## src/rtl/cpu_pkg.sv

```systemverilog
// Shared encodings for the multi-cycle MIPS-32 subset core: opcodes, functs,
// FSM state and ALU operation types, plus small decode helpers.
package cpu_pkg;

    localparam logic [5:0] OP_RTYPE = 6'h00;
    localparam logic [5:0] OP_J     = 6'h02;
    localparam logic [5:0] OP_BEQ   = 6'h04;
    localparam logic [5:0] OP_ADDIU = 6'h09;
    localparam logic [5:0] OP_LW    = 6'h23;
    localparam logic [5:0] OP_SW    = 6'h2B;

    localparam logic [5:0] FN_ADDU  = 6'h21;
    localparam logic [5:0] FN_SUBU  = 6'h23;
    localparam logic [5:0] FN_AND   = 6'h24;
    localparam logic [5:0] FN_OR    = 6'h25;
    localparam logic [5:0] FN_SLT   = 6'h2A;

    typedef enum logic [2:0] {
        ST_START = 3'd0,
        ST_IF    = 3'd1,
        ST_ID    = 3'd2,
        ST_EX    = 3'd3,
        ST_MEM   = 3'd4,
        ST_WB    = 3'd5,
        ST_HALT  = 3'd6
    } state_t;

    typedef enum logic [2:0] {
        ALU_ADD = 3'd0,
        ALU_SUB = 3'd1,
        ALU_AND = 3'd2,
        ALU_OR  = 3'd3,
        ALU_SLT = 3'd4
    } alu_op_t;

    function automatic logic [31:0] sext16(input logic [15:0] v);
        return {{16{v[15]}}, v};
    endfunction

    function automatic logic is_legal(input logic [31:0] ins);
        logic ok;
        ok = 1'b0;
        case (ins[31:26])
            OP_RTYPE: ok = (ins[5:0] == FN_ADDU) || (ins[5:0] == FN_SUBU) ||
                           (ins[5:0] == FN_AND)  || (ins[5:0] == FN_OR)   ||
                           (ins[5:0] == FN_SLT);
            OP_J, OP_BEQ, OP_ADDIU, OP_LW, OP_SW: ok = 1'b1;
            default: ok = 1'b0;
        endcase
        return ok;
    endfunction

endpackage

```

## src/rtl/cpu_alu.sv

```systemverilog
// Combinational ALU shared by R-type, addiu and load/store address generation.
module cpu_alu
    import cpu_pkg::*;
(
    input  logic [31:0] a,
    input  logic [31:0] b,
    input  alu_op_t     alu_op,
    output logic [31:0] result
);

    always_comb begin
        result = '0;
        case (alu_op)
            ALU_ADD: result = a + b;
            ALU_SUB: result = a - b;
            ALU_AND: result = a & b;
            ALU_OR:  result = a | b;
            ALU_SLT: result = {31'b0, ($signed(a) < $signed(b))};
            default: result = '0;
        endcase
    end

endmodule

```

## src/rtl/cpu_mc.sv

```systemverilog
// Multi-cycle MIPS-32 subset core with req/ack instruction and data ports,
// halt-on-fault and a single-register debug tap on ans.
module cpu_mc
    import cpu_pkg::*;
#(
    parameter int unsigned IADDR_W  = 5,
    parameter int unsigned DADDR_W  = 8,
    parameter logic [31:0] RESET_PC = 32'h0000_0000,
    parameter int unsigned ANS_REG  = 2
) (
    input  logic               clk,
    input  logic               rst,
    output logic               imem_req,
    output logic [IADDR_W-1:0] imem_addr,
    input  logic               imem_ack,
    input  logic [31:0]        imem_rdata,
    output logic               dmem_req,
    output logic               dmem_we,
    output logic [DADDR_W-1:0] dmem_addr,
    output logic [31:0]        dmem_wdata,
    input  logic               dmem_ack,
    input  logic [31:0]        dmem_rdata,
    output logic [31:0]        pc,
    output logic [31:0]        inst,
    output logic [31:0]        ans,
    output logic               halted
);

    localparam logic [4:0] ANS_IDX = 5'(ANS_REG);

    state_t      state;
    logic [31:0] rf [32];
    logic [31:0] rs_val;
    logic [31:0] rt_val;
    logic [31:0] result_q;

    logic [5:0]  opcode;
    logic [4:0]  rs, rt, rd, wb_dest;
    logic [31:0] imm_sext, pc_plus4, alu_b, alu_result;
    logic        rf_we;
    alu_op_t     alu_op;

    assign opcode    = inst[31:26];
    assign rs        = inst[25:21];
    assign rt        = inst[20:16];
    assign rd        = inst[15:11];
    assign imm_sext  = sext16(inst[15:0]);
    assign pc_plus4  = pc + 32'd4;
    assign imem_addr = pc[IADDR_W+1:2];
    assign wb_dest   = (opcode == OP_RTYPE) ? rd : rt;
    assign rf_we     = (state == ST_WB) && (wb_dest != 5'd0);
    assign alu_b     = (opcode == OP_RTYPE) ? rt_val : imm_sext;
    assign ans       = (ANS_IDX == 5'd0) ? '0 : rf[ANS_IDX];

    always_comb begin
        alu_op = ALU_ADD;
        if (opcode == OP_RTYPE) begin
            case (inst[5:0])
                FN_SUBU: alu_op = ALU_SUB;
                FN_AND:  alu_op = ALU_AND;
                FN_OR:   alu_op = ALU_OR;
                FN_SLT:  alu_op = ALU_SLT;
                default: alu_op = ALU_ADD;
            endcase
        end
    end

    cpu_alu u_alu (
        .a      (rs_val),
        .b      (alu_b),
        .alu_op (alu_op),
        .result (alu_result)
    );

    // Register file is deliberately left uncleared by reset.
    always_ff @(posedge clk) begin
        if (rf_we) rf[wb_dest] <= result_q;
    end

    always_ff @(posedge clk) begin
        if (rst) begin
            state      <= ST_START;
            pc         <= RESET_PC;
            inst       <= '0;
            imem_req   <= 1'b0;
            dmem_req   <= 1'b0;
            dmem_we    <= 1'b0;
            dmem_addr  <= '0;
            dmem_wdata <= '0;
            halted     <= 1'b0;
            rs_val     <= '0;
            rt_val     <= '0;
            result_q   <= '0;
        end else begin
            case (state)
                ST_START: begin
                    imem_req <= 1'b1;
                    state    <= ST_IF;
                end
                ST_IF: begin
                    if (imem_req && imem_ack) begin
                        inst     <= imem_rdata;
                        imem_req <= 1'b0;
                        state    <= ST_ID;
                    end
                end
                ST_ID: begin
                    rs_val <= (rs == 5'd0) ? '0 : rf[rs];
                    rt_val <= (rt == 5'd0) ? '0 : rf[rt];
                    if (!is_legal(inst)) begin
                        halted <= 1'b1;
                        state  <= ST_HALT;
                    end else begin
                        state  <= ST_EX;
                    end
                end
                ST_EX: begin
                    result_q <= alu_result;
                    case (opcode)
                        OP_BEQ: begin
                            pc    <= (rs_val == rt_val) ?
                                     pc_plus4 + {imm_sext[29:0], 2'b00} : pc_plus4;
                            state <= ST_START;
                        end
                        OP_J: begin
                            pc    <= {pc_plus4[31:28], inst[25:0], 2'b00};
                            state <= ST_START;
                        end
                        OP_LW, OP_SW: begin
                            if (alu_result[1:0] != 2'b00) begin
                                halted <= 1'b1;
                                state  <= ST_HALT;
                            end else begin
                                dmem_req   <= 1'b1;
                                dmem_we    <= (opcode == OP_SW);
                                dmem_addr  <= alu_result[DADDR_W+1:2];
                                dmem_wdata <= rt_val;
                                state      <= ST_MEM;
                            end
                        end
                        default: state <= ST_WB;
                    endcase
                end
                ST_MEM: begin
                    if (dmem_req && dmem_ack) begin
                        dmem_req <= 1'b0;
                        dmem_we  <= 1'b0;
                        if (dmem_we) begin
                            pc    <= pc_plus4;
                            state <= ST_START;
                        end else begin
                            result_q <= dmem_rdata;
                            state    <= ST_WB;
                        end
                    end
                end
                ST_WB: begin
                    pc    <= pc_plus4;
                    state <= ST_START;
                end
                ST_HALT: state <= ST_HALT;
                default: begin
                    halted <= 1'b1;
                    state  <= ST_HALT;
                end
            endcase
        end
    end

endmodule

```

## config.mk

```make
export PLATFORM = sky130hd
export DESIGN_NAME = cpu_mc
export DESIGN_NICKNAME = d
export VERILOG_FILES = /design/src/rtl/cpu_pkg.sv /design/src/rtl/cpu_alu.sv /design/src/rtl/cpu_mc.sv
export SDC_FILE = /design/constraint.sdc
export NUM_CORES = 2
export LEC_CHECK = 0
export BUFFER_PORTS_ARGS = -buffer_cell sky130_fd_sc_hd__buf_4
export CORE_ASPECT_RATIO = 1.2
export CORE_MARGIN = 3
export CORE_UTILIZATION = 45
export CTS_CLUSTER_SIZE = 28
export DETAILED_ROUTE_END_ITERATION = 6
export PLACE_DENSITY = 0.7
export SLEW_MARGIN = 20
export SYNTH_ARGS = -nofsm -noshare
export SYNTH_HDL_FRONTEND = slang
export SYNTH_SLANG_ARGS = --single-unit
```

## constraint.sdc

```tcl
create_clock -name clk -period 4.7 [get_ports clk]
set_clock_uncertainty 0.05 [all_clocks]
set_input_delay 0.47 -clock clk [delete_from_list [all_inputs] [get_ports clk]]
set_output_delay 0.47 -clock clk [all_outputs]
set_load 0.02 [all_outputs]
```

# Yosys cells after proc, flatten, opt, wreduce, memory -nomap -nowiden
# Memory sizes are Yosys's and may differ from the RTL's. A register that Yosys moved wholly into a read port is not among the register bits.
# Index checks and enable logic that the tools add are counted.
[word_totals]
output_inout_bits = 145
n_memories = 1
input_bits = 68
register_bits = 207
ram_bits = 1024
elab_cells = 125
[memory_table]
columns = ["name", "depth", "width", "read_ports", "rd_clocked_by_memory_dff", "wr", "line", "rtl"]
rows = [
  ["rf", 32, 32, 3, 2, 1, "cpu_mc.sv:32", "logic [31:0] rf [32];"],
]
[op_classes]
n_mux = 44
bitwise = 4
reduce_logical = 29
magnitude_cmp = 1
n_eq_ne = 30
addsub = 4
[ops]
columns = ["cell", "count"]
rows = [
  ["two-way mux 32 bit", 8],
  ["case mux 32 bit (5 select lines)", 1],
  ["case mux 32 bit (2 select lines)", 2],
  ["case mux 32 bit (3 select lines)", 1],
  ["adder 32 bit", 2],
  ["== test 6 bit, second input constant", 7],
  ["adder 32 x 3 -> 32 bit, second input constant", 1],
  ["AND 32 bit", 1],
  ["== test 32 bit", 1],
  ["less-than comparator 32 bit", 1],
  ["bitwise OR 32 bit", 1],
  ["subtractor 32 bit", 1],
  ["two-way mux 5 bit", 5],
  ["case mux 3 bit (6 select lines)", 1],
  ["inequality test 2 bit, second input constant", 8],
  ["two-way mux 3 bit", 5],
  ["two-way mux 1 bit", 13],
  ["== test 3 x 2 -> 1 bit, second input constant", 4],
  ["== test 3 bit, second input constant", 4],
  ["case mux 3 bit (4 select lines)", 1],
  ["AND reduction 4 bit", 3],
  ["zero test 5 bit", 2],
  ["OR reduction 5 bit", 2],
  ["case mux 1 bit (2 select lines)", 4],
  ["19 further kinds", 33],
]

# Depth between registers and ports, before layout
[depth]
depth_word = 10
mapped_depth = 21
mapped_depth_nobuf = 18

# Hierarchy
# Synthesis repeated with hierarchy kept, for this count alone.
[unflattened]
cells_unflattened = 4258
area_unflattened_um2 = 63377.0
[by_module_without_submodules]
columns = ["module", "instances", "area_each_um2", "cells_each", "seq_area_each_um2"]
rows = [
  ["cpu_mc", 1, 58543.6, 3520, 35053.6],
  ["cpu_alu", 1, 4833.4, 738, 0.0],
]

# Least setup slack after synthesis
# OpenSTA, ideal clock, no wires.
[synth_timing]
kind = "reg-to-reg"
startpoint = "reg inst[27]"
endpoint = "reg result_q[28]"
slack_ps = 80
t_required_ps = 4555
path_stages_with_launch = 20
n_path_buf = 3
setup_time_ps = 95
t_arrival_ps = 4475
synth_period_minus_slack_ps = 4620
path_cell_list = "dfxtp_1 -> buf_2 -> nor4_4 -> and2_1 -> clkbuf_1 -> clkbuf_1 -> nand2_1 -> nand2_1 -> ha_1 -> inv_1 -> fa_1 -> nor2b_1 -> o21ai_1 -> a211o_1 -> a2111oi_0 -> nand2b_1 -> a31oi_1 -> o41ai_2 -> nand3_1 -> a221oi_1"
[synth_between]
elab_chain_cells = 5
elab_cells_between_ends = 14
classes_between = "add/sub (2); eq/ne (4); mux (4); bitwise (2); reduce/logical (2)"
[synth_lines]
columns = ["item", "line", "rtl"]
rows = [
  ["from (decl)", "cpu_mc.sv:24", "output logic [31:0] inst,"],
  ["from (signal assigned)", "cpu_mc.sv:102", "inst <= imem_rdata;"],
  ["zero test 6 bit *", "cpu_mc.sv:52, cpu_mc.sv:57", ""],
  ["two-way mux 32 bit or two-way mux 3 bit (tied branches)", "cpu_mc.sv:52, cpu_mc.sv:57", ""],
  ["subtractor 32 bit, or another cell as far along", "cpu_alu.sv:15", "ALU_SUB: result = a - b;"],
  ["case mux 32 bit (5 select lines) *", "cpu_alu.sv:13", "case (alu_op)"],
  ["case mux 32 bit (2 select lines) *", "cpu_mc.sv:95", "case (state)"],
  ["to (signal assigned)", "cpu_mc.sv:118", "result_q <= alu_result;"],
  ["to (signal assigned)", "cpu_mc.sv:152", "result_q <= dmem_rdata;"],
  ["to (decl)", "cpu_mc.sv:35", "logic [31:0] result_q;"],
]
# Mark *: on every way between the ends. The rest lies on a longest branch, timed or not.
# A chain may end at the register's enable or synchronous reset.

# Final worst setup path
[layout_timing]
startpoint = "reg inst[26]"
endpoint = "reg result_q[27]"
# Same word-level chain as after synthesis.

==> flow_summary_export.csv <==
group,metric,value,unit
cts,clk_path_buf_depth,3,
routing,via_per_inst,6.47,
finish,final_cells,6380,
cts,cts_root_buf,"clkbuf_16",
cts,clk_latency,0.76,ns
routing,routedWlPerCell,30.2,um
floorplanning,die_w,347,um
worst_setup_path,slowest_stage,"a2111oi_1",
yosys,syn_area,62800,sq um
yosys,synthTopCellsByCount,"edfxtp_1 (1024), mux4_2 (640), nor2_1 (363)",
finish,area_delta_synth_final,15.0,%
floorplanning,ios,213,
placement,pre_cts_slack,0.160,ns
finish,drive_gt1_frac,0.290,
cts,cts_num_sinks,1239,
worst_setup_path,criticalPathCategory,"reg -> reg",
timing,finalHoldViolCount,0,
yosys,yosysMostFrequentCell,"edfxtp_1",
placement,gp_congestion,0.960,
floorplanning,floorplan.rows,149,
cts,numCtsBuffers,118,
timing,max_freq,0.227,GHz
worst_setup_path,critPathArrivalTime,4.95,ns
global_route,grt_pass1_wl,282,mm
global_route,grt_pass1_vias,41100,
timing,slew_viol_final,0,
yosys,synthArstFlopShare,0,
timing,rsz0062_at_grt,"false",
routing,detail_route.first_pass.iterations,6,
pwr,power_frac_comb,0.059,
timing,tightest_slew,1.18,ns
timing,fin_ws,0.286,ns
yosys,ys_seq_elements,1239,
pwr,leakage,23.8,nW
yosys,yosys_warnings,0,
yosys,ys.flop_type,"edfxtp_1",
global_route,grt_start_max_net_pins,78,
pwr,power.total,0.0227,W
cts,cts_max_level,3,
pwr,p_sw,0.00506,W
placement,io_buffers,210,
worst_setup_path,critPathCaptureType,"register",
yosys,ys_types,81,
floorplanning,die_area,144000,sq um
pwr,p_per_area,314,nW/um^2
cts,clk_pin_slew,0.07,ns
pwr,power.internal,0.0176,W
yosys,synth_cells,4177,
timing,relSlewSlack,0.216,
pwr,pwr-share-clk,0.420,
routing,drc,0,
placement,dpl.cell_count,6125,
timing,setup_tns,0,ns
worst_setup_path,required,5.24,ns
worst_setup_path,slowest_delay,0.42,ns
routing,wl,193,mm
run,maxCapViolations,0,
timing,finalSetupViolCount,0,
yosys,yosys.area.top_type_share,0.490,
floorplanning,core,138000,sq um
outcome,status,"finished clean",
pwr,power_frac_seq,0.521,
yosys,synthTopCellsByArea,"edfxtp_1 (49%), mux4_2 (23%), dfxtp_1 (6.9%), ha_1 (2.5%), a21oi_1 (2.2%)",
yosys,synth_seq_area_share,0.558,
global_route,antenna_found_initial,1,
pwr,ir_drop,0.000340,V
finish,fin_nets,4673,
global_route,grtUsageTotal,0.265,
floorplanning,die_y,415,um
timing,post-route-period-util,0.939,
routing,drtIter0Drc,4957,
worst_setup_path,cp-start-kind,"register",
floorplanning,start_util,0.455,
global_route,grt_overflow_total,0,
worst_setup_path,worstPathMaxFanout,40,
yosys,yosys.area.top_type,"edfxtp_1",
routing,postRouteAntennaNets,0,
yosys,synth_edf_count,1024,
routing,vias,41300,
placement,hpwl,126,mm
timing,period_needed,4.41,ns
cts,cts_tree,"built",
pwr,switching_share,0.223,
worst_hold_path,hold_class,"in -> reg",
worst_setup_path,crit_chain,"nor4_4 > and2_1 > buf_12 > nand2_1 > nand2_1 > inv_1 > ha_1 > inv_1 > a2111oi_1 > a211oi_1 > o211ai_1 > o221a_2 > nor3_1 > a221o_1 > a221o_1 > a21oi_1 > nor4_1",
yosys,avgSynthCellArea,15.0,sq um
## cells by family (layout without fill, tap and decap cells)
logic type	Yosys count	in the layout	synth area share
muxes	753	753	0.248
DFF	1239	1239	0.558
xor gates and xnor gates	88	88	0.0123
adders and majority gates	130	130	0.0263
other	1	36	0.0000597
AOI/OAI and AO/OA	676	676	0.0684
buffers and inverters	415	771	0.0254
and+or+nand+nor	875	875	0.0617
## path summary, 6_finish.rpt
| kind | to | slack, ns | cells after the start | from |
|---|---|---|---|---|
| setup / recovery | result_q[27] | 0.29 | 17 | inst[26] |
| hold / removal | result_q[20] | 0.04 | 3 | dmem_rdata[20] |
| setup reg to reg | result_q[27] | 0.29 | 17 | inst[26] |
| hold reg to reg | dmem_addr[2] | 0.41 | 2 | dmem_addr[2] |
## critical path: cells and delay by family (launching register included)
| family | cells | cell delay (ns) |
|---|---|---|
| AO/OA/AOI/OAI | 7 | 2.20 |
| AND/OR/NAND/NOR | 6 | 0.85 |
| buffers and inverters | 3 | 0.41 |
| adder cells (fa/ha/maj) | 1 | 0.39 |
| flip-flops | 1 | 0.34 |
## sequential cells by signal, summed over array words and instances (netlist names), named ones only
| register | cells |
|---|---|
| rf | 1024 |
| state | 3 |
| dmem_we | 1 |
| rs_val | 32 |
| dmem_addr | 8 |
| dmem_wdata | 32 |
| imem_req | 1 |
| halted | 1 |
| inst | 32 |
| result_q | 32 |
| rt_val | 32 |
| pc | 30 |
| dmem_req | 1 |
## timing repair
item                                    in CTS  in global routing
hold buffers                                41                  0
setup buffers                                0                  1
endpoints found under the setup margin       0                 11
hold endpoints to repair                    51                  0
gates resized for setup                      0                  8
## power by group through the flow
stage	Sequential, W	Clock, W	Combinational, W
2_1_floorplan	0.0120	0	0.000832
3_3_place_gp	0.0121	0	0.00129
3_5_place_dp	0.0121	0	0.00130
4_1_cts	0.0118	0.00966	0.00133
5_1_grt	0.0118	0.0101	0.00141
6_report	0.0118	0.00953	0.00134
## per-layer routing
| layer | GRT usage | share of wire |
|---|---|---|
| met1 | 0.353 | 0.37 |
| met2 | 0.430 | 0.48 |
| met3 | 0.0437 | 0.10 |
| met4 | 0.117 | 0.047 |
| met5 | 0 | 0 |
## through the flow
step | util | instance area [sq um] | hold slack [ns]
floorplan | - | 62900 | 0.469
finish | 0.524 | 72200 | 0.0442
CTS | 0.523 | 72200 | 0.00462
global placement | 0.493 | 67900 | 0.398
global route | 0.524 | 72200 | 0.0387
detailed placement | 0.493 | 67900 | 0.400
## placed cells by master (no fill, tap or decap), drive strengths merged, types with 17 or more instances in the layout
master          n
o21ai          96
nand3b         21
clkbuf        147
clkinv         39
nand2         266
inv           127
conb           34
nor2          363
dlygate4sd3    41
ha            127
nand3          49
dfxtp         215
a211oi         24
o211ai         19
nor3           38
nor2b          17
a31oi          17
o22ai          24
a221oi         26
mux2i         112
buf           397
mux4          640
xnor2          74
nand2b         20
edfxtp       1024
a21oi         281
o221ai         21
a21o           46
nand4          26
## layout make-up
type	count	area, sq um
clock inverters	64	642
fillers	11100	65700
multi-input cells	2556	26600
flip-flops and latches	1239	35100
well taps	1812	2270
diodes	2	5.00
clock buffers	147	3160
inverters	122	458
repair buffers	438	4030
Note: power is estimated with default switching activity, not from simulation.
